File: src/rtl/systolic_pkg.sv
// systolic_pkg: shared array sizes and feeder state encoding
package systolic_pkg;
  localparam int N = 4;
  localparam int DW = 4;
  localparam int SW = 10;
  localparam int FEED_CYC = 10;
  typedef enum logic [2:0] {IDLE, CLEAR, FEED, DRAIN, CAPTURE} state_t;
endpackage

File: src/rtl/skew_lane.sv
// skew_lane: select the skewed matrix element for one operand lane at feed step t
module skew_lane
  import systolic_pkg::*;
#(
  parameter int IDX = 0,
  parameter bit COL = 1'b0
) (
  input  logic [N*N*DW-1:0] mat,
  input  logic [3:0]        t,
  input  logic              en,
  output logic [DW-1:0]     el
);
  logic [3:0] k;
  logic [3:0] sel;
  assign k = t - 4'(IDX);
  assign sel = COL ? {k[1:0], 2'(IDX)} : {2'(IDX), k[1:0]};
  assign el = (en && k <= 4'd3) ? mat[{sel, 2'b00} +: DW] : '0;
endmodule

File: src/rtl/systolic_feeder.sv
// systolic_feeder: sequence a 4x4 multiply through a systolic array and capture its sums
module systolic_feeder
  import systolic_pkg::*;
#(
  parameter int DRAIN_CYC = 2
) (
  input  logic                clk,
  input  logic                res,
  input  logic                start,
  input  logic [N*N*DW-1:0]   mat_a,
  input  logic [N*N*DW-1:0]   mat_b,
  output logic [DW-1:0]       a0,
  output logic [DW-1:0]       a1,
  output logic [DW-1:0]       a2,
  output logic [DW-1:0]       a3,
  output logic [DW-1:0]       b0,
  output logic [DW-1:0]       b1,
  output logic [DW-1:0]       b2,
  output logic [DW-1:0]       b3,
  output logic                arr_res,
  input  logic [N*N*SW-1:0]   sum_in,
  output logic [N*N*SW-1:0]   result,
  output logic                busy,
  output logic                done
);
  state_t state, nxt;
  logic [15:0] t, t_nxt;
  logic [N*N*DW-1:0] ra, rb;
  logic [DW-1:0] ae[N], be[N], ar[N], br[N];
  logic feed_nxt;
  always_comb begin
    nxt = state;
    t_nxt = t;
    case (state)
      IDLE: begin
        nxt = start ? CLEAR : IDLE;
        t_nxt = '0;
      end
      CLEAR: nxt = FEED;
      FEED: begin
        nxt = (t == 16'(FEED_CYC - 1)) ? (DRAIN_CYC == 0 ? CAPTURE : DRAIN) : FEED;
        t_nxt = (t == 16'(FEED_CYC - 1)) ? '0 : t + 16'd1;
      end
      DRAIN: begin
        nxt = (t == 16'(DRAIN_CYC - 1)) ? CAPTURE : DRAIN;
        t_nxt = (t == 16'(DRAIN_CYC - 1)) ? '0 : t + 16'd1;
      end
      CAPTURE: nxt = IDLE;
      default: nxt = IDLE;
    endcase
  end
  assign feed_nxt = nxt == FEED;
  for (genvar i = 0; i < N; i++) begin : g_lane
    skew_lane #(.IDX(i), .COL(1'b0)) u_a (.mat(ra), .t(t_nxt[3:0]), .en(feed_nxt), .el(ae[i]));
    skew_lane #(.IDX(i), .COL(1'b1)) u_b (.mat(rb), .t(t_nxt[3:0]), .en(feed_nxt), .el(be[i]));
  end
  always_ff @(posedge clk) begin
    if (res) begin
      state <= IDLE;
      t <= '0;
      ar <= '{default: '0};
      br <= '{default: '0};
      result <= '0;
    end else begin
      state <= nxt;
      t <= t_nxt;
      ar <= ae;
      br <= be;
      if (state == CAPTURE) result <= sum_in;
      if (state == IDLE && start) begin
        ra <= mat_a;
        rb <= mat_b;
      end
    end
  end
  assign {a0, a1, a2, a3} = {ar[0], ar[1], ar[2], ar[3]};
  assign {b0, b1, b2, b3} = {br[0], br[1], br[2], br[3]};
  assign busy = state != IDLE;
  assign done = state == CAPTURE;
  assign arr_res = res || state == CLEAR;
endmodule
File: config.mk
export PLATFORM = sky130hd
export DESIGN_NAME = systolic_feeder
export DESIGN_NICKNAME = d
export VERILOG_FILES = /design/src/rtl/systolic_pkg.sv /design/src/rtl/skew_lane.sv /design/src/rtl/systolic_feeder.sv
export SDC_FILE = /design/constraint.sdc
export NUM_CORES = 1
export LEC_CHECK = 0
export ABC_AREA = 0
export ABC_CLOCK_PERIOD_IN_PS = 13800
export CAP_MARGIN = 20
export CORE_AREA = 2 2 187 189
export DETAILED_ROUTE_END_ITERATION = 8
export DIE_AREA = 0 0 189 191
export HOLD_SLACK_MARGIN = 0.06
export PLACE_DENSITY = 0.72
export SLEW_MARGIN = 20
export SYNTH_ARGS = -nofsm -noshare
export SYNTH_HDL_FRONTEND = slang
export SYNTH_HIERARCHICAL = 1
export SYNTH_SLANG_ARGS = --single-unit
File: constraint.sdc
create_clock -name clk -period 13.8 [get_ports clk]
set_input_delay 2.76 -clock clk [delete_from_list [all_inputs] [get_ports clk]]
set_output_delay 2.76 -clock clk [all_outputs]
set_load 0.02 [all_outputs]
; Yosys cells after proc, flatten, opt, wreduce, memory -nomap -nowiden
; Cells that the tools add are included.
[totals]
out_inout_bits = 195
ff_bits = 339
input_bits = 291
word_cells = 63
[classes]
n_reduce_logical = 14
n_eq_ne = 7
n_shift = 8
bitwise = 5
order_cmp = 4
n_addsub = 4
n_mux = 7
[ops]
columns = op, n
row1 = indexed part select 64 x 7 -> 4 bit, 6
row2 = indexed part select 64 x 5 -> 4 bit, 1
row3 = indexed part select 64 x 6 -> 4 bit, 1
row4 = one-hot mux 16 bit (3 select lines), 1
row5 = 2-to-1 mux 16 bit, 2
row6 = "adder 16 x 1 -> 16 bit, second input constant", 1
row7 = "equality test 16 x 1 -> 1 bit, second input constant", 1
row8 = "equality test 16 x 4 -> 1 bit, second input constant", 1
row9 = "<= comparator 4 x 2 -> 1 bit, second input constant", 4
row10 = one-hot mux 3 bit (4 select lines), 1
row11 = "equality test 3 x 2 -> 1 bit, second input constant", 3
row12 = OR reduction 2 bit, 4
row13 = "subtractor 4 x 2 -> 4 bit, second input constant", 2
row14 = nonzero test 3 bit, 2
row15 = logical AND 1 bit, 5
row16 = NOT 1 bit, 5
row17 = "subtractor 4 x 1 -> 4 bit, second input constant", 1
row18 = "equality test 3 x 1 -> 1 bit, second input constant", 1
row19 = "equality test 3 bit, second input constant", 1
row20 = zero test 3 bit, 1
row21 = 2-to-1 mux 3 bit, 1
row22 = 2-to-1 mux 1 bit, 2
row23 = AND reduction 2 bit, 1
row24 = logical OR 1 bit, 1

; Longest topological paths before layout
; Gate-level depths: netlist (run 1).
[depth]
depth_word = 8
ltp_mapped = 13
depth_no_buf = 12

; Hierarchy
; The synthesis (run 1) kept the hierarchy.
[by_module_without_submodules]
columns = module, cells_per_inst, area_per_inst_um2, instances, seq_area_each_um2
row1 = systolic_feeder, 1030, 11265.8, 1, 8067.7
row2 = skew_lane at g_lane[1].u_a ..., 17, 216.5, 2, 0.0
row3 = skew_lane at g_lane[3].u_a ..., 15, 182.7, 2, 0.0
row4 = skew_lane at g_lane[2].u_a ..., 13, 165.2, 2, 0.0
row5 = skew_lane at g_lane[0].u_a ..., 15, 131.4, 2, 0.0

; Least setup slack after synthesis (run 1)
; OpenSTA, ideal clock, no wires.
[synth_path]
kind = input-to-reg
startpoint = input port res
endpoint = register ra[0] (enable)
required_ps = 12999
path_buffers = 1
setup_ps = 801
slack_ps = 661
arrival_time_ps = 12338
stages = 2
path_cell_list = clkbuf_1 > nor3b_1
[synth_between]
elab_chain_cells = 2
[synth_rtl]
columns = element, line
row1 = from (decl), systolic_feeder.sv:8  ; input logic res,
row2 = NOT 1 bit (no source line), n/a
row3 = AND reduction 2 bit (no source line), n/a
row4 = to (signal assigned), systolic_feeder.sv:71  ; ra <= mat_a;
row5 = to (decl), systolic_feeder.sv:28  ; logic [N*N*DW-1:0] ra, rb;
; Every way passes these cells.
; A chain may end at the register's enable or synchronous reset.

; Final worst setup path (run 1)
[layout_path]
startpoint = input port res
endpoint = output port arr_res
[layout_between]
elab_chain_cells = 1
[layout_rtl]
columns = element, line
row1 = logical OR 1 bit, systolic_feeder.sv:80  ; assign arr_res = res || state == CLEAR;
row2 = to (decl), systolic_feeder.sv:20  ; output logic arr_res,
; Every way passes these cells.

==> results.tsv, run 1 <==
metric	value	unit
fmax	142	MHz
tns	0	ps
crit_family	buffers and inverters	
end_kind	output port	
reg2regPathDepth	9	
clock_skew	20.9	ps
hold_path.class	flip-flop to flip-flop	
dpl_cell_area	17800	um^2
grt_max_degree	118	
gp_congestion	0.821	
worst_ir_drop_vdd	0.0986	mV
die-area	36100	um^2
rsz0062_at_grt	false	
num_rows	68	
hold_viol_final	0	
status	completed	
netlist_area	12700	um^2
rrSetupSlack	10130	ps
wl_per_cell	16.8	um
cts_resized	0	
nets	1909	
antenna_found_initial	3	
clockBufferDepth	3	
r2r_start	t[0]	
p_leak	6.28	nW
synth_edf_count	128	
start_util	37.1	%
numCtsBuffers	37	
first_global_vias	9249	
final_layout_size_suffix_gt1_share	5.62	%
power_density	115	nW/um^2
ios	486	
critPathRequiredTime	11040	ps
crit_arrival	4280	ps
die_h	191	um
routed_wl	35200	um
grtUsageTotal	18.3	%
ys_types	56	
slew_headroom	26.8	%
path_clk_slew	60	ps
root_buffer	clkbuf_16	
crit_fanout	117	
numClockSinks	339	
netlist_instances	1150	
maxSlewViolCount	0	
coreArea	34100	um^2
setup_viol	0	
ys.flop_type	dfxtp_1	
cap_violations	0	
ctsHoldBuffers	0	
drtPass1Iterations	5	
synth_area_leaders	dfxtp_1 33%, edfxtp_1 30%, nand2_1 9.8%	
path_buf_inv	2	
hold_depth	2	
insertion_delay	530	ps
portBuffers	485	
slowest_stage	buf_6	
ant_nets	0	
drt_first_iter_violations	442	
path_class	input port to output port	
min_to	result[107]	
max_slew.worst_pin.slew	1100	ps
synth_top_area_cell	dfxtp_1	
place_ws	6720	ps
period_minus_slack	7040	ps
grt_pass1_wl	51700	um
overflow	0	
via_count	10000	
ys.warnings.count	6	
via_per_inst	4.79	
area_delta_synth_final	50.2	%
final_cell_area	19000	um^2
worst_path_largest_cell_delay	650	ps
synthArstFlopShare	0	%
drc_errors	0	
syn_nets	1449	
ys_seq_area_share	63.7	%
die_width	189	um
ys_ff_latch	339	
dp_hpwl	25000	um
startpoint_type	input port	
netlist.area_leader.share	33.4	%
final.period_utilization	51.0	%
cts_setup_buffers	0	
path_cells	buf_6 -> o21bai_1 -> clkdlybuf4s50_1	
htree_levels	2	
cts_tree	built	
setup_ws	6760	ps
r2r_end	a3[0]	
hold_start	result[107]	
synth.avg_cell_area	11.0	um^2
[state kept, by name (all words and copies together) (netlist names)]
| register | count |
|---|---|
| a0 | 4 |
| a1 | 4 |
| a2 | 4 |
| a3 | 4 |
| b0 | 4 |
| b1 | 4 |
| b2 | 4 |
| b3 | 4 |
| ra | 64 |
| rb | 64 |
| result | 160 |
| state | 3 |
| t | 16 |
[synthesized netlist by cell type (all sizes together), types with 3 or more instances]
cell,instances
nand4,6
clkbuf,45
dfxtp,211
mux2i,17
nor3b,4
nor4,8
nor2,12
a21boi,11
edfxtp,128
or4,3
nand2b,3
nor2b,44
ha,8
or3,7
inv,16
and3,10
buf,28
o31ai,3
or4b,4
a21oi,170
mux4,24
o211ai,4
nand2,329
xnor2,9
o22ai,8
o21ai,10
[placed cells by master, fill, tap and decap left out, types with 3 or more instances in the layout]
master,Yosys,layout
clkdlybuf4s50_1,0,484
nand2_1,329,326
dfxtp_1,211,211
a21oi_1,170,170
edfxtp_1,128,128
nor2b_1,43,43
clkbuf_16,0,40
mux2i_1,17,17
mux4_1,16,16
inv_1,15,15
nor2_1,12,12
and3_1,10,10
xnor2_1,9,9
clkbuf_1,44,9
buf_4,4,9
nor4_1,8,8
ha_1,8,8
o22ai_1,8,8
mux4_2,8,8
a21boi_1,8,8
o21ai_0,7,7
nand4_1,6,6
clkinv_2,0,6
or3_1,4,4
o211ai_1,4,4
a21boi_0,3,3
or3_4,3,3
o31ai_1,3,3
or4_1,3,3
o21ai_1,3,3
nor3b_1,4,3
clkinv_4,0,3
clkbuf_8,0,3
clkinvlp_4,0,3
[layout make-up]
class	instances	area (um^2)
fillers	2900	15100
flip-flops and latches	339	8070
repair buffers	494	4920
multi-input cells	722	4210
clock buffers	52	1080
well taps	455	569
clock inverters	15	100
inverters	16	62.6
diodes	1	2.50
[worst min-delay path: stages (launching register included)]
cell and delay [ps]:
dfxtp_1 310, nand2_1 50, a21oi_1 50
[per-layer routing]
metal | global-route usage (%) | wire length, um | vias to the layer above | part of all wire [%]
li1 | - | - | 4905 | -
met1 | 21.7 | 13600 | 4677 | 39
met2 | 31.1 | 17400 | 384 | 50
met3 | 6.48 | 3310 | 54 | 9.4
met4 | 5.68 | 832 | 2 | 2.4
met5 | 0 | 10 | - | 0.028
[cell families (layout without fill, tap and decap cells)]
family / Yosys count / count (layout) / synth area share [%]
simple gates: 447 / 447 / 16.1
flops: 339 / 339 / 63.7
compound gates: 214 / 214 / 9.31
buf+inv: 89 / 577 / 3.15
mux: 42 / 42 / 6.18
xor+xnor: 11 / 11 / 0.761
fa+ha+maj: 8 / 8 / 0.791
other cells: 0 / 1 / 0
[metrics by stage]
step | hold WS, ps | util (%) | power [mW] | instances
2_1_floorplan | 465 | - | 1.16 | 1150
6_report | 453 | 55.7 | 2.18 | 2094
5_1_grt | 468 | 55.7 | 2.26 | 2094
3_5_place_dp | 446 | 52.3 | 1.25 | 2026
4_1_cts | 454 | 55.7 | 2.20 | 2093
3_3_place_gp | 441 | 52.3 | 1.25 | 2026
[where the power goes]
part / switching [mW] / internal [mW] / leakage (nW)
Sequential: 0.00645 / 1.06 / 2.89
Clock: 0.397 / 0.549 / 0.572
Combinational: 0.0583 / 0.104 / 2.82
Total: 0.461 / 1.72 / 6.28
[how the worst max path moves through the flow]
stage / startpoint / to / slack (ps) / cells past startpoint
5_1_grt: res / arr_res / 6680 / 3
4_1_cts: res / arr_res / 6720 / 3
2_1_floorplan: res / ra[0] / 660 / 2
3_3_place_gp: res / arr_res / 6730 / 3
3_5_place_dp: res / arr_res / 6720 / 3
6_report: res / arr_res / 6760 / 3
(Power assumes the default switching activity.)
==> inputs of run 2 (changes only) <==
--- a/config.mk
+++ b/config.mk
@@ -6,13 +6,13 @@
 export NUM_CORES = 1
 export LEC_CHECK = 0
 export ABC_AREA = 0
-export ABC_CLOCK_PERIOD_IN_PS = 13800
+export ABC_CLOCK_PERIOD_IN_PS = 7200
 export CAP_MARGIN = 20
-export CORE_AREA = 2 2 187 189
+export CORE_AREA = 2 2 189 191
 export DETAILED_ROUTE_END_ITERATION = 8
-export DIE_AREA = 0 0 189 191
+export DIE_AREA = 0 0 191 193
 export HOLD_SLACK_MARGIN = 0.06
-export PLACE_DENSITY = 0.72
+export PLACE_DENSITY = 0.68
 export SLEW_MARGIN = 20
 export SYNTH_ARGS = -nofsm -noshare
 export SYNTH_HDL_FRONTEND = slang
==> constraint.sdc (replaced) <==
create_clock -name clk -period 7.2 [get_ports clk]
set_input_delay 1.44 -clock clk [delete_from_list [all_inputs] [get_ports clk]]
set_output_delay 1.44 -clock clk [all_outputs]
set_load 0.02 [all_outputs]
==> results.tsv, run 2 (synthesized netlist as in run 1, its figures left out) <==
metric	value	unit
start_util	36.2	%
clock_skew	15.9	ps
crit_arrival	3240	ps
reg.largest.list	result (160), ra (64), rb (64)	
period_minus_slack	4680	ps
overflow	0	
startpoint_type	flip-flop	
grt.busiest_layer	met2	
wl_per_cell	17.9	um
cap_violations	0	
rrSetupSlack	3510	ps
cts_tree	built	
ctsHoldBuffers	0	
root_buffer	clkbuf_16	
met2_usage	33.1	%
numClockSinks	339	
final_common_cell	clkdlybuf4s50_1	
slowest_stage	dfxtp_1	
coreArea	35000	um^2
crit_fanout	73	
critPathRequiredTime	5760	ps
via_count	10000	
routed_wl	37600	um
worst_path_largest_cell_delay	710	ps
largest_reg_flops	160	
crit_family	buffers and inverters	
tns	0	ps
first_global_vias	9652	
ios	486	
r2r_end	a3[2]	
fmax	214	MHz
maxSlewViolCount	0	
cts_setup_buffers	0	
path_clk_slew	60	ps
drt_first_iter_violations	502	
crit_end	done	
worst_ir_drop_vdd	0.209	mV
die-area	36900	um^2
fillCellCount	2977	
dp_hpwl	26900	um
numCtsBuffers	38	
portBuffers	485	
path_buf_inv	2	
cts_resized	0	
path_class	flip-flop to output port	
hold_viol_final	0	
die_width	191	um
hold_start	result[129]	
setup_viol	0	
end_kind	output port	
final_layout_size_suffix_gt1_share	5.86	%
gp_congestion	0.818	
rsz0062_at_grt	false	
grt_max_degree	107	
nets	1910	
slew_headroom	29.8	%
path_cells	nand2_4 -> inv_4 -> clkdlybuf4s50_1	
final_cell_area	19100	um^2
via_per_inst	4.77	
max_slew.worst_pin.slew	1050	ps
ant_nets	0	
hold_path.class	flip-flop to flip-flop	
area_delta_synth_final	51.3	%
top_register	result	
whs	452	ps
p_leak	6.33	nW
grtUsageMet3	7.96	%
dpl_cell_area	17800	um^2
r2r_start	t[0]	
htree_levels	2	
drc_errors	0	
layout_common_cells	484 x clkdlybuf4s50_1, 326 x nand2_1, 211 x dfxtp_1	
clockBufferDepth	3	
power_density	225	nW/um^2
crit_cells	3	
status	completed	
reg2regPathDepth	9	
insertion_delay	520	ps
die_h	193	um
num_rows	69	
crit_start	state[2]	
antenna_found_initial	2	
grt_use_met1	21.3	%
final.period_utilization	65.0	%
drtPass1Iterations	5	
grtUsageTotal	19.0	%
grt_pass1_wl	54200	um
## run 2: layer usage
metal | up-vias | part of all wire [%]
met5 | - | 0.029
met1 | 4676 | 37
met3 | 62 | 11
li1 | 4905 | -
met2 | 389 | 50
met4 | 2 | 2.2
## run 2: worst min path at each step
stage / to / slack [ps] / cells past startpoint
after floorplan: t[13] / 460 / 2
after global placement: result[91] / 440 / 2
after detailed placement: result[77] / 450 / 2
after CTS: result[77] / 450 / 2
after global routing: result[113] / 470 / 2
final: result[129] / 450 / 2
## run 2: stage by stage
step	instances	setup slack, ps	total power [mW]	util [%]
global route	2099	2310	4.47	54.7
detailed placement	2031	2850	2.41	51.0
finish	2102	2520	4.31	54.8
CTS	2098	2510	4.37	54.6
global placement	2030	2840	2.40	51.0
floorplan	1150	1790	2.21	-
## run 2: worst register-to-register path, stage by stage (launching register included)
cell,delay (ps)
dfxtp_1,440
ha_1,190
nor4b_1,230
nand4_1,390
o211ai_1,380
nand2_2,620
ha_1,700
mux4_2,320
a21boi_1,140
nor2b_1,140
## run 2: cell type report
type	count	area (um^2)	share of cell area, %
clock buffers	49	1050	5.50
flip-flops and latches	339	8070	42.1
diodes	3	7.51	0.0392
multi-input cells	722	4220	22.1
inverters	16	62.6	0.327
clock inverters	18	211	1.10
well taps	461	577	3.01
repair buffers	494	4940	25.8
## run 2: report_power, final
group,total [mW],switching (mW),internal (mW)
combinational,0.314,0.114,0.199
sequential,2.05,0.0128,2.04
clock,1.94,0.765,1.18
==> inputs of run 3 (changes only) <==
--- a/config.mk
+++ b/config.mk
@@ -6,7 +6,7 @@
 export NUM_CORES = 1
 export LEC_CHECK = 0
 export ABC_AREA = 0
-export ABC_CLOCK_PERIOD_IN_PS = 7200
+export ABC_CLOCK_PERIOD_IN_PS = 4400
 export CAP_MARGIN = 20
 export CORE_AREA = 2 2 189 191
 export DETAILED_ROUTE_END_ITERATION = 8
==> constraint.sdc (replaced) <==
create_clock -name clk -period 4.4 [get_ports clk]
set_input_delay 0.88 -clock clk [delete_from_list [all_inputs] [get_ports clk]]
set_output_delay 0.88 -clock clk [all_outputs]
set_load 0.02 [all_outputs]
==> results.tsv, run 3 (synthesized netlist as in run 1, its figures left out) <==
metric	value	unit
dp_hpwl	27200	um
nets	1912	
whs	452	ps
grt_max_degree	161	
final_cell_area	19000	um^2
place_ws	931	ps
grtUsageTotal	19.0	%
final_common_cell	clkdlybuf4s50_1	
ios	486	
routed_wl	37300	um
insertion_delay	520	ps
numCtsBuffers	37	
drtPass1Iterations	4	
clock_skew	17.5	ps
numClockSinks	339	
clockBufferDepth	3	
final.period_utilization	77.9	%
ant_nets	0	
gp_congestion	0.825	
path_class	flip-flop to flip-flop	
path_clk_slew	60	ps
overflow	0	
period_minus_slack	3430	ps
r2r_start	t[0]	
cts_tree	built	
top_layer	met5	
wl_met3	3760	um
drc_errors	0	
via_per_inst	4.76	
setup_ws	970	ps
num_rows	69	
reg2regPathDepth	11	
grt_pass1_wl	53600	um
crit_end	b1[3]	
htree_levels	2	
cts_resized	0	
die_h	193	um
startpoint_type	flip-flop	
wl_met1	14000	um
portBuffers	485	
final_util	54.4	%
die-area	36900	um^2
fmax	292	MHz
worst_ir_drop_vdd	0.348	mV
r2r_end	b1[3]	
rrSetupSlack	970	ps
largest_reg_flops	160	
layout_common_cells	484 x clkdlybuf4s50_1, 326 x nand2_1, 211 x dfxtp_1	
end_kind	flip-flop	
area_delta_synth_final	50.2	%
cap_violations	0	
die_width	191	um
coreArea	35000	um^2
first_global_vias	9349	
met2_length	18700	um
rsz0062_at_grt	false	
root_buffer	clkbuf_16	
reg.largest.list	result (160), ra (64), rb (64)	
final_layout_size_suffix_gt1_share	5.37	%
drt_first_iter_violations	448	
hold_viol_final	0	
p_leak	6.26	nW
max_slew.worst_pin.slew	1010	ps
critPathRequiredTime	4770	ps
maxSlewViolCount	0	
power_density	353	nW/um^2
dpl_cell_area	17900	um^2
ctsHoldBuffers	0	
setup_viol	0	
antenna_found_initial	4	
wl_per_cell	17.7	um
crit_arrival	3800	ps
crit_start	t[0]	
status	completed	
via_count	9998	
start_util	36.2	%
slew_headroom	32.7	%
hold_path.class	flip-flop to flip-flop	
top_register	result	
crit_fanout	21	
cts_setup_buffers	0	
[run 3: worst min path at each step]
stage,to,slack (ps),depth (start not counted),from
after floorplan,t[13],460,2,t[13]
after global placement,result[144],440,2,result[144]
after detailed placement,result[108],450,2,result[108]
after CTS,result[27],450,2,result[27]
after global routing,result[108],460,2,result[108]
final,result[117],450,2,result[117]
[run 3: layout make-up]
class / count / area [um^2]
tap: 461 / 577
clock inverter: 13 / 75.1
multi-input combinational: 722 / 4220
antenna: 1 / 2.50
inverter: 16 / 62.6
sequential: 339 / 8070
timing repair buffer: 497 / 4980
clock buffer: 52 / 1020
fill: 2994 / 16000
[run 3: routing by layer]
metal / vias up / global-route usage [%]
met4: 6 / 4.95
met1: 4670 / 21.5
met2: 360 / 33.4
li1: 4904 / -
met3: 58 / 7.37
met5: - / 0
[run 3: worst max-delay path: stages, from the launching register on]
cell and delay (ps):
dfxtp_1 430, ha_1 180, nor4b_1 230, nand4_1 380
o211ai_1 390, nand2_2 400, buf_4 380, inv_1 80
ha_1 270, mux4_1 250, nor2b_1 140, nor2b_1 130
[run 3: through the flow]
| step | power [mW] | setup TNS, ps | std cells |
|---|---|---|---|
| 3_3_place_gp | 3.93 | 0 | 2035 |
| 6_report | 6.71 | 0 | 2101 |
| 3_5_place_dp | 3.94 | 0 | 2035 |
| 4_1_cts | 6.80 | 0 | 2100 |
| 5_1_grt | 6.97 | 0 | 2100 |
| 2_1_floorplan | 3.62 | -41330 | 1150 |
[run 3: power by group]
| part | switching [mW] | internal [mW] | total, mW | leakage, nW |
|---|---|---|---|---|
| logic | 0.186 | 0.330 | 0.516 | 2.85 |
| clock network | 1.21 | 1.62 | 2.84 | 0.531 |
| registers | 0.0235 | 3.33 | 3.36 | 2.89 |
| total | 1.42 | 5.29 | 6.71 | 6.26 |
